--- config.mk ---
export PLATFORM = sky130hd
export DESIGN_NAME = pedda_rsp_pkt_tx
export DESIGN_NICKNAME = d
export VERILOG_FILES = /design/src/rtl/pedda_rsp_pkt_tx.sv
export SDC_FILE = /design/constraint.sdc
export NUM_CORES = 1
export LEC_CHECK = 0
export CAP_MARGIN = 20
export CORE_ASPECT_RATIO = 1.75
export CORE_UTILIZATION = 40
export DETAILED_ROUTE_END_ITERATION = 8
export GPL_TIMING_DRIVEN = 1
export PLACE_DENSITY = 0.6
export REMOVE_ABC_BUFFERS = 1
export SLEW_MARGIN = 10
export SYNTH_ARGS = -nofsm -noshare
export SYNTH_HDL_FRONTEND = slang
export SYNTH_SLANG_ARGS = --single-unit
--- constraint.sdc ---
create_clock -name ieee_1149_10_clk -period 7.45 [get_ports ieee_1149_10_clk]
set_input_delay 1.49 -clock ieee_1149_10_clk [delete_from_list [all_inputs] [get_ports ieee_1149_10_clk]]
set_output_delay 1.49 -clock ieee_1149_10_clk [all_outputs]
set_load 0.01 [all_outputs]
--- src/rtl/pedda_rsp_pkt_tx.sv ---
// PEDDA target-side response packet transmitter: frames one request as SOP, header, payload,
// CRC-16-CCITT and EOP on the 8-bit K-flagged link. Optional macro: PEDDA_RSP_CRC_ERR_INJECT_EN.
module pedda_rsp_pkt_tx #(
  parameter int MAX_PAYLOAD_BYTES = 16,
  parameter int IDLE_GAP          = 2
) (
  input  logic                           ieee_1149_10_clk,
  input  logic                           reset,
  input  logic                           rsp_valid,
  output logic                           rsp_ready,
  input  logic [7:0]                     rsp_cmd,
  input  logic [15:0]                    rsp_target_id,
  input  logic [7:0]                     rsp_len,
  input  logic [8*MAX_PAYLOAD_BYTES-1:0] rsp_payload,
`ifdef PEDDA_RSP_CRC_ERR_INJECT_EN
  input  logic                           rsp_crc_err,
`endif
  output logic [7:0]                     ieee_1149_10_parallel_out,
  output logic                           tx_k_out,
  output logic                           tx_busy,
  output logic                           tx_done,
  output logic                           len_clamped
);

  localparam int         PW       = 8 * MAX_PAYLOAD_BYTES;
  localparam logic [7:0] CH_IDLE  = 8'hBC;
  localparam logic [7:0] CH_SOP   = 8'hFB;
  localparam logic [7:0] CH_EOP   = 8'hFD;
  localparam logic [7:0] MAX_LEN  = 8'(MAX_PAYLOAD_BYTES);
  localparam logic [7:0] GAP_LAST = 8'(IDLE_GAP - 1);

  typedef enum logic [2:0] {
    S_IDLE,
    S_SOP,
    S_HDR,
    S_PAYLOAD,
    S_CRC_H,
    S_CRC_L,
    S_EOP,
    S_GAP
  } state_t;

  state_t        state;
  logic [7:0]    cnt;
  logic [7:0]    cmd_q;
  logic [15:0]   id_q;
  logic [7:0]    len_q;
  logic [PW-1:0] payload_q;
  logic [15:0]   crc_q;
  logic [7:0]    hdr_byte;
  logic [7:0]    pay_byte;
  logic [7:0]    crc_l_byte;
  logic          accept;

  function automatic logic [15:0] crc16_byte(input logic [15:0] crc, input logic [7:0] data);
    logic [15:0] c;
    c = crc ^ {data, 8'h00};
    for (int i = 0; i < 8; i++) begin
      c = c[15] ? ({c[14:0], 1'b0} ^ 16'h1021) : {c[14:0], 1'b0};
    end
    return c;
  endfunction

  function automatic logic [7:0] sat_len(input logic [7:0] len);
    return (len > MAX_LEN) ? MAX_LEN : len;
  endfunction

  assign accept   = (state == S_IDLE) && rsp_valid && rsp_ready;
  assign pay_byte = payload_q[PW-1 -: 8];

  always_comb begin
    hdr_byte = len_q;
    case (cnt[1:0])
      2'd0:    hdr_byte = cmd_q;
      2'd1:    hdr_byte = id_q[15:8];
      2'd2:    hdr_byte = id_q[7:0];
      default: hdr_byte = len_q;
    endcase
  end

`ifdef PEDDA_RSP_CRC_ERR_INJECT_EN
  logic crc_err_q;

  always_ff @(posedge ieee_1149_10_clk) begin
    if (accept) crc_err_q <= rsp_crc_err;
  end

  // Only the transmitted low CRC byte is corrupted; crc_q itself stays correct.
  assign crc_l_byte = crc_q[7:0] ^ {7'b0, crc_err_q};
`else
  assign crc_l_byte = crc_q[7:0];
`endif

  // Request latch and running CRC, advanced one byte per transmitted header/payload byte
  always_ff @(posedge ieee_1149_10_clk) begin
    if (accept) begin
      cmd_q     <= rsp_cmd;
      id_q      <= rsp_target_id;
      len_q     <= sat_len(rsp_len);
      payload_q <= rsp_payload;
      crc_q     <= 16'hFFFF;
    end else if (state == S_HDR) begin
      crc_q <= crc16_byte(crc_q, hdr_byte);
    end else if (state == S_PAYLOAD) begin
      crc_q     <= crc16_byte(crc_q, pay_byte);
      payload_q <= payload_q << 8;
    end
  end

  // Framing FSM; every line output is registered from the current state
  always_ff @(posedge ieee_1149_10_clk) begin
    if (reset) begin
      state                     <= S_IDLE;
      cnt                       <= '0;
      rsp_ready                 <= 1'b0;
      ieee_1149_10_parallel_out <= CH_IDLE;
      tx_k_out                  <= 1'b1;
      tx_busy                   <= 1'b0;
      tx_done                   <= 1'b0;
      len_clamped               <= 1'b0;
    end else begin
      tx_done     <= 1'b0;
      len_clamped <= 1'b0;
      case (state)
        S_IDLE: begin
          ieee_1149_10_parallel_out <= CH_IDLE;
          tx_k_out                  <= 1'b1;
          tx_busy                   <= 1'b0;
          if (accept) begin
            state       <= S_SOP;
            rsp_ready   <= 1'b0;
            len_clamped <= (rsp_len > MAX_LEN);
          end else begin
            rsp_ready <= 1'b1;
          end
        end
        S_SOP: begin
          ieee_1149_10_parallel_out <= CH_SOP;
          tx_k_out                  <= 1'b1;
          tx_busy                   <= 1'b1;
          cnt                       <= '0;
          state                     <= S_HDR;
        end
        S_HDR: begin
          ieee_1149_10_parallel_out <= hdr_byte;
          tx_k_out                  <= 1'b0;
          if (cnt == 8'd3) begin
            cnt   <= '0;
            state <= (len_q == 8'd0) ? S_CRC_H : S_PAYLOAD;
          end else begin
            cnt <= cnt + 8'd1;
          end
        end
        S_PAYLOAD: begin
          ieee_1149_10_parallel_out <= pay_byte;
          tx_k_out                  <= 1'b0;
          if ({1'b0, cnt} + 9'd1 == {1'b0, len_q}) begin
            cnt   <= '0;
            state <= S_CRC_H;
          end else begin
            cnt <= cnt + 8'd1;
          end
        end
        S_CRC_H: begin
          ieee_1149_10_parallel_out <= crc_q[15:8];
          tx_k_out                  <= 1'b0;
          state                     <= S_CRC_L;
        end
        S_CRC_L: begin
          ieee_1149_10_parallel_out <= crc_l_byte;
          tx_k_out                  <= 1'b0;
          cnt                       <= '0;
          state                     <= S_EOP;
        end
        S_EOP: begin
          ieee_1149_10_parallel_out <= CH_EOP;
          tx_k_out                  <= 1'b1;
          if (cnt == 8'd3) begin
            tx_done <= 1'b1;
            cnt     <= '0;
            state   <= S_GAP;
          end else begin
            cnt <= cnt + 8'd1;
          end
        end
        S_GAP: begin
          ieee_1149_10_parallel_out <= CH_IDLE;
          tx_k_out                  <= 1'b1;
          tx_busy                   <= 1'b0;
          if (cnt == GAP_LAST) begin
            cnt       <= '0;
            state     <= S_IDLE;
            rsp_ready <= 1'b1;
          end else begin
            cnt <= cnt + 8'd1;
          end
        end
        default: begin
          state     <= S_IDLE;
          rsp_ready <= 1'b0;
        end
      endcase
    end
  end

endmodule

==> results of run 1 <==
cells by family after synthesis:
| logic type | count (synthesis) |
|---|---|
| compound gates | 112 |
| flops | 200 |
| fa+ha+maj | 5 |
| xor+xnor | 49 |
| simple gates | 491 |
| mux | 6 |
| buf+inv | 68 |
| other cells | 1 |
path summary, 6_finish.rpt:
kind,endpoint,slack [ps],depth (start not counted)
setup / recovery,payload_q[22]$_DFFE_PP_,3520,7
hold / removal,tx_busy$_SDFFE_PP0P_,500,2
setup reg to reg,payload_q[22]$_DFFE_PP_,3990,8
hold reg to reg,tx_busy$_SDFFE_PP0P_,500,2
cell usage after synthesis, drive strengths merged, types with 4 or more instances:
cell    count
clkbuf     47
nand3       8
xnor2      33
inv        11
ha          5
dfxtp      40
a21oi      29
nor3       14
nand2b      4
nor2       32
xor2       13
and2       18
nor4b       4
a31oi       7
o211ai     10
a211oi      5
a222oi      6
edfxtp    160
mux2i       5
or4         7
nand2     391
buf        10
o21ai      23
a22oi       8
area by class of cell:
cell class / instances / area, µm²
clock buffer: 18 / 429.2
clock inverter: 14 / 180.2
fill: 2114 / 10880
inverter: 11 / 46.29
multi-input combinational: 666 / 3405
sequential: 200 / 5605
tap: 300 / 375.4
timing repair buffer: 184 / 1819
sequential cells by signal, indices dropped and copies added, names as in the netlist, 3 cells and up:
register and cells:
cnt 8, id_q 16, len_q 8, payload_q 128, state 3, ieee_1149_10_parallel_out 8, cmd_q 8, crc_q 16
worst min-delay path: cells and delay by family, from the launching register on:
kind	cells	cell delay [ps]
flops	1	320
compound gates	1	80
simple gates	1	50
power by group through the flow:
stage          sequential, mW  clock, mW  combinational, mW
6_report                 1.51      0.973              0.838
5_1_grt                  1.53       1.04              0.937
4_1_cts                  1.52      0.995              0.849
3_5_place_dp             1.54          0              0.844
3_3_place_gp             1.54          0              0.835
2_1_floorplan            1.53          0              0.597
layer usage:
layer,vias up,track usage [%],part of all wire (%)
li1,3467,-,-
met1,3255,22.49,38
met2,216,35.06,52
met3,47,5.914,6.3
met4,2,9.358,3.6
met5,-,0,0.057
stage by stage:
step	cell area [µm²]	hold slack, ps	TNS, ps	util [%]	total power [mW]
6_report	11860	499.3	0	52.15	3.325
4_1_cts	11860	506.9	0	52.15	3.359
3_3_place_gp	11250	484.8	0	49.47	2.372
2_1_floorplan	9029	471.0	-155860	-	2.123
5_1_grt	11860	526.4	0	52.15	3.506
3_5_place_dp	11250	496.2	0	49.47	2.383
==> flow_summary.yaml, run 1 <==
sta:
  setup_viol: 0
  rsz0062_at_grt: "no"
  relSlewSlack_pct: 31.42
  fin_ws_ps: 3521
  min_period_ps: 3929
  maxSlewViolCount: 0
  finalClockSkew_ps: 10.75
  fmax_ghz: 0.2545
  tightest_slew_ps: 1029
  hold_viol: 0
  period_share_pct: 52.74
logic_synthesis:
  synthArstFlopShare_pct: 0
  yosysWarnings: 0
  ys_types: 60
  syn_area_um2: 9260
  synth_mux_area_share_pct: 0.6621
  synth-edff-count: 160
  synthFlopType: "edfxtp_1"
  synth_top_cell_by_area: "edfxtp_1"
  synth_area_per_cell_um2: 9.936
  synth_xor_xnor_area_share_pct: 5.161
  synth.top_cells.by_area: "edfxtp_1 (52%), nand2_1 (16%), dfxtp_1 (8.6%)"
  synth_fa_ha_area_share_pct: 0.6756
  seq_area_frac_synth_pct: 60.53
  ys_seq_elements: 200
  netlist.area_leader.share_pct: 51.88
  yosys.area_share.simple_pct: 21.86
  synth_top_family_by_area: "simple AND/OR/NAND/NOR gates"
  synth_compound_area_share_pct: 8.039
  synthCells: 932
power:
  ir_drop_mv: 0.1646
  pwr-share-comb_pct: 25.2
  sw_frac_of_total_pct: 28.91
  pwr-share-clk_pct: 29.2
  pwr-share-seq_pct: 45.5
  p_sw_mw: 0.9612
  cell_internal_pwr_mw: 2.364
  powerDensity_nw_per_um2: 280.4
  p_leak_nw: 4.595
min_path:
  hold_path.class: "register to register"
  worstHoldStart: "tx_busy$_SDFFE_PP0P_"
drt:
  viasPerCell: 5.016
  wl_per_cell_um: 16.39
  initialDrtViolationCount: 413
  vias: 6987
  wl_um: 22840
  drtAntennaViolNets: 0
  drc: 0
  firstDrtPassIters: 7
flow_run:
  maxCapViolCount: 0
critical_path:
  critPathLaunchType: "primary input"
  cp_top_family: "buffers and inverters"
  reg2reg_from: "state[0]$_SDFFE_PP0P_"
  crit_path_start: "rsp_valid"
  arrival_ps: 4230
  crit_path_top_delay_cell: "buf_4"
  crit_chain: "clkdlybuf4s50_1 > nand3_4 > buf_4 > inv_6 > buf_4 > nand2_1 > nand2_1"
  cp.required_ps: 7750
  critPathKind: "primary input to register"
  crit_path_max_fanout: 87
  critPathMaxStageDelay_ps: 770
  worst_setup_path_end_kind: "register"
  critical_path_buf_inv_count: 4
clock_tree:
  cts_root_buf: "clkbuf_16"
  clock_tree.buffer_depth: 2
  cts_tree: "yes"
  cts_sinks: 200
  clk_latency_ps: 440
  cts_max_level: 4
  clk_pin_slew_ps: 70
  holdBufCountCts: 0
  post_cts_buffers: 0
  cts_resized: 0
  cts_inserted_buffers: 17
floorplan:
  core_um2: 22740
  dieWidth_um: 117.0
  start_util_pct: 40.72
  ioPinCount: 176
  num_rows: 73
  dieArea_um2: 23790
  chipHeight_um: 203.3
placed_design:
  port_buffers: 175
  place_congestion: 0.8741
  hpwl_um: 15710
  dp_slack_ps: 3045
  place_inst: 1361
layout:
  antenna-diode-count: 0
  nets: 1248
  final_cell_mix: "nand2_1 (390), clkdlybuf4s50_1 (175), edfxtp_1 (160)"
  fin_cells: 1393
  final_common_cell: "nand2_1"
  drive_gt1_share_pct: 4.392
  syn_to_final_growth_pct: 28.08
grt:
  grt_overflow: 0
  grt_max_degree: 88
  grt_usage_pct: 20.25
  grt_pass1_vias: 6865
  antenna_found_initial: 1
  grt_pass1_wl_um: 35850
status:
  status: "completed"
Power figures use the tool's default switching activity.
==> inputs of run 2 (changes only) <==
PLACE_DENSITY = 0.63   (was 0.6)
clock period = 3.55 ns   (was 7.45 ns; I/O delays follow)
==> flow_summary.yaml, run 2 (synthesis gave the netlist of run 1 again) <==
floorplan:
  dieArea_um2: 23790
  ioPinCount: 176
  core_um2: 22740
  dieWidth_um: 117.0
  start_util_pct: 40.72
  chipHeight_um: 203.3
  num_rows: 73
critical_path:
  arrival_ps: 3230
  critPathMaxStageDelay_ps: 530
  crit_path_max_fanout: 8
  critPathKind: "register to register"
  rrSetupSlack_ps: 640
  cp_top_family: "compound AO/OA/AOI/OAI gates"
  critPathLaunchType: "register"
  crit_chain: "inv_1 > ha_1 > a222oi_1 > xor2_1 > a21oi_1 > xnor3_1 > o21ai_0 > xor2_1 > a21oi_1"
  crit_path_top_delay_cell: "a222oi_1"
  cp.required_ps: 3880
  worst_setup_path_end_kind: "register"
  critical_path_buf_inv_count: 1
layout:
  fillCellCount: 2095
  drive_gt1_share_pct: 4.831
  largest_reg_flops: 128
  syn_to_final_growth_pct: 28.86
  biggestRegsByFlops: "payload_q (128), crc_q (16), id_q (16)"
  design_area_um2: 11930
  post-route-util_pct: 52.47
  final_cell_mix: "nand2_1 (390), clkdlybuf4s50_1 (175), edfxtp_1 (160)"
  multi_input_area_um2: 3402
  fin_cells: 1398
  seq_area_um2: 5605
  final_common_cell: "nand2_1"
  nets: 1252
  top_register: "payload_q"
drt:
  wl_per_cell_um: 16.02
  initialDrtViolationCount: 491
  vias: 6970
  viasPerCell: 4.986
  drc: 0
  firstDrtPassIters: 6
  drtAntennaViolNets: 0
  wl_um: 22400
sta:
  relSlewSlack_pct: 37.23
  rsz0062_at_grt: "no"
  tightest_slew_ps: 938.1
  hold_ws_ps: 509.5
  period_share_pct: 81.86
  fin_tns_setup_ps: 0
  setup_viol: 0
  fin_ws_ps: 644.0
  hold_viol: 0
  fmax_ghz: 0.3441
  finalClockSkew_ps: 14.14
  maxSlewViolCount: 0
  min_period_ps: 2906
clock_tree:
  cts_root_buf: "clkbuf_16"
  cts_sinks: 200
  cts_max_level: 4
  clk_pin_slew_ps: 70
  holdBufCountCts: 0
  clock_tree.buffer_depth: 2
  post_cts_buffers: 0
  cts_inserted_buffers: 17
  clk_latency_ps: 450
  cts_tree: "yes"
  cts_resized: 0
power:
  power_mw: 6.985
  powerDensity_nw_per_um2: 585.4
  ir_drop_mv: 0.3826
  p_leak_nw: 4.622
grt:
  grt_pass1_wl_um: 35600
  grt_usage_pct: 20.02
  grt_pass1_vias: 6920
  antenna_found_initial: 1
  grt_overflow: 0
  grt_max_degree: 127
flow_run:
  maxCapViolCount: 0
placed_design:
  placed_area_um2: 11320
  place_congestion: 0.8867
  port_buffers: 175
  dp_slack_ps: 699.2
  place_inst: 1365
  hpwl_um: 15740
status:
  status: "completed"
min_path:
  hold_path.class: "register to register"
==> run 2: cell type report <==
class / instances / area share, %
Antenna cell: 1 / 0.02097
Clock buffer: 17 / 3.565
Clock inverter: 15 / 1.583
Inverter: 11 / 0.3880
Multi-Input combinational cell: 666 / 28.51
Sequential cell: 200 / 46.97
Tap cell: 300 / 3.146
Timing Repair Buffer: 188 / 15.81
==> run 2: final timing paths <==
check | startpoint | to | cells past startpoint
worst max-delay path | cnt[0]$_SDFFE_PP0P_ | crc_q[5]$_SDFFE_PP1P_ | 9
worst max register to register | cnt[0]$_SDFFE_PP0P_ | crc_q[5]$_SDFFE_PP1P_ | 9
worst min-delay path | tx_busy$_SDFFE_PP0P_ | tx_busy$_SDFFE_PP0P_ | 2
worst min register to register | tx_busy$_SDFFE_PP0P_ | tx_busy$_SDFFE_PP0P_ | 2
==> run 2: per-layer routing <==
layer,GRT usage (%),share of wire (%),up-vias
met3,5.438,6.1,51
li1,-,-,3481
met4,10.35,4.2,0
met2,33.96,52,216
met1,22.65,38,3222
met5,0,0,-
==> run 2: worst reg2reg max path, cell delays in order (launching register included) <==
cell      delay, ps
dfxtp_1         450
inv_1           130
ha_1            330
a222oi_1        530
xor2_1          120
a21oi_1         370
xnor3_1         390
o21ai_0         200
xor2_1          180
a21oi_1          80
==> run 2: power by group <==
| part | internal (mW) | total (mW) | switching, mW |
|---|---|---|---|
| sequential | 2.97 | 3.20 | 0.233 |
| combinational | 0.840 | 1.74 | 0.904 |
| clock | 1.12 | 2.04 | 0.918 |
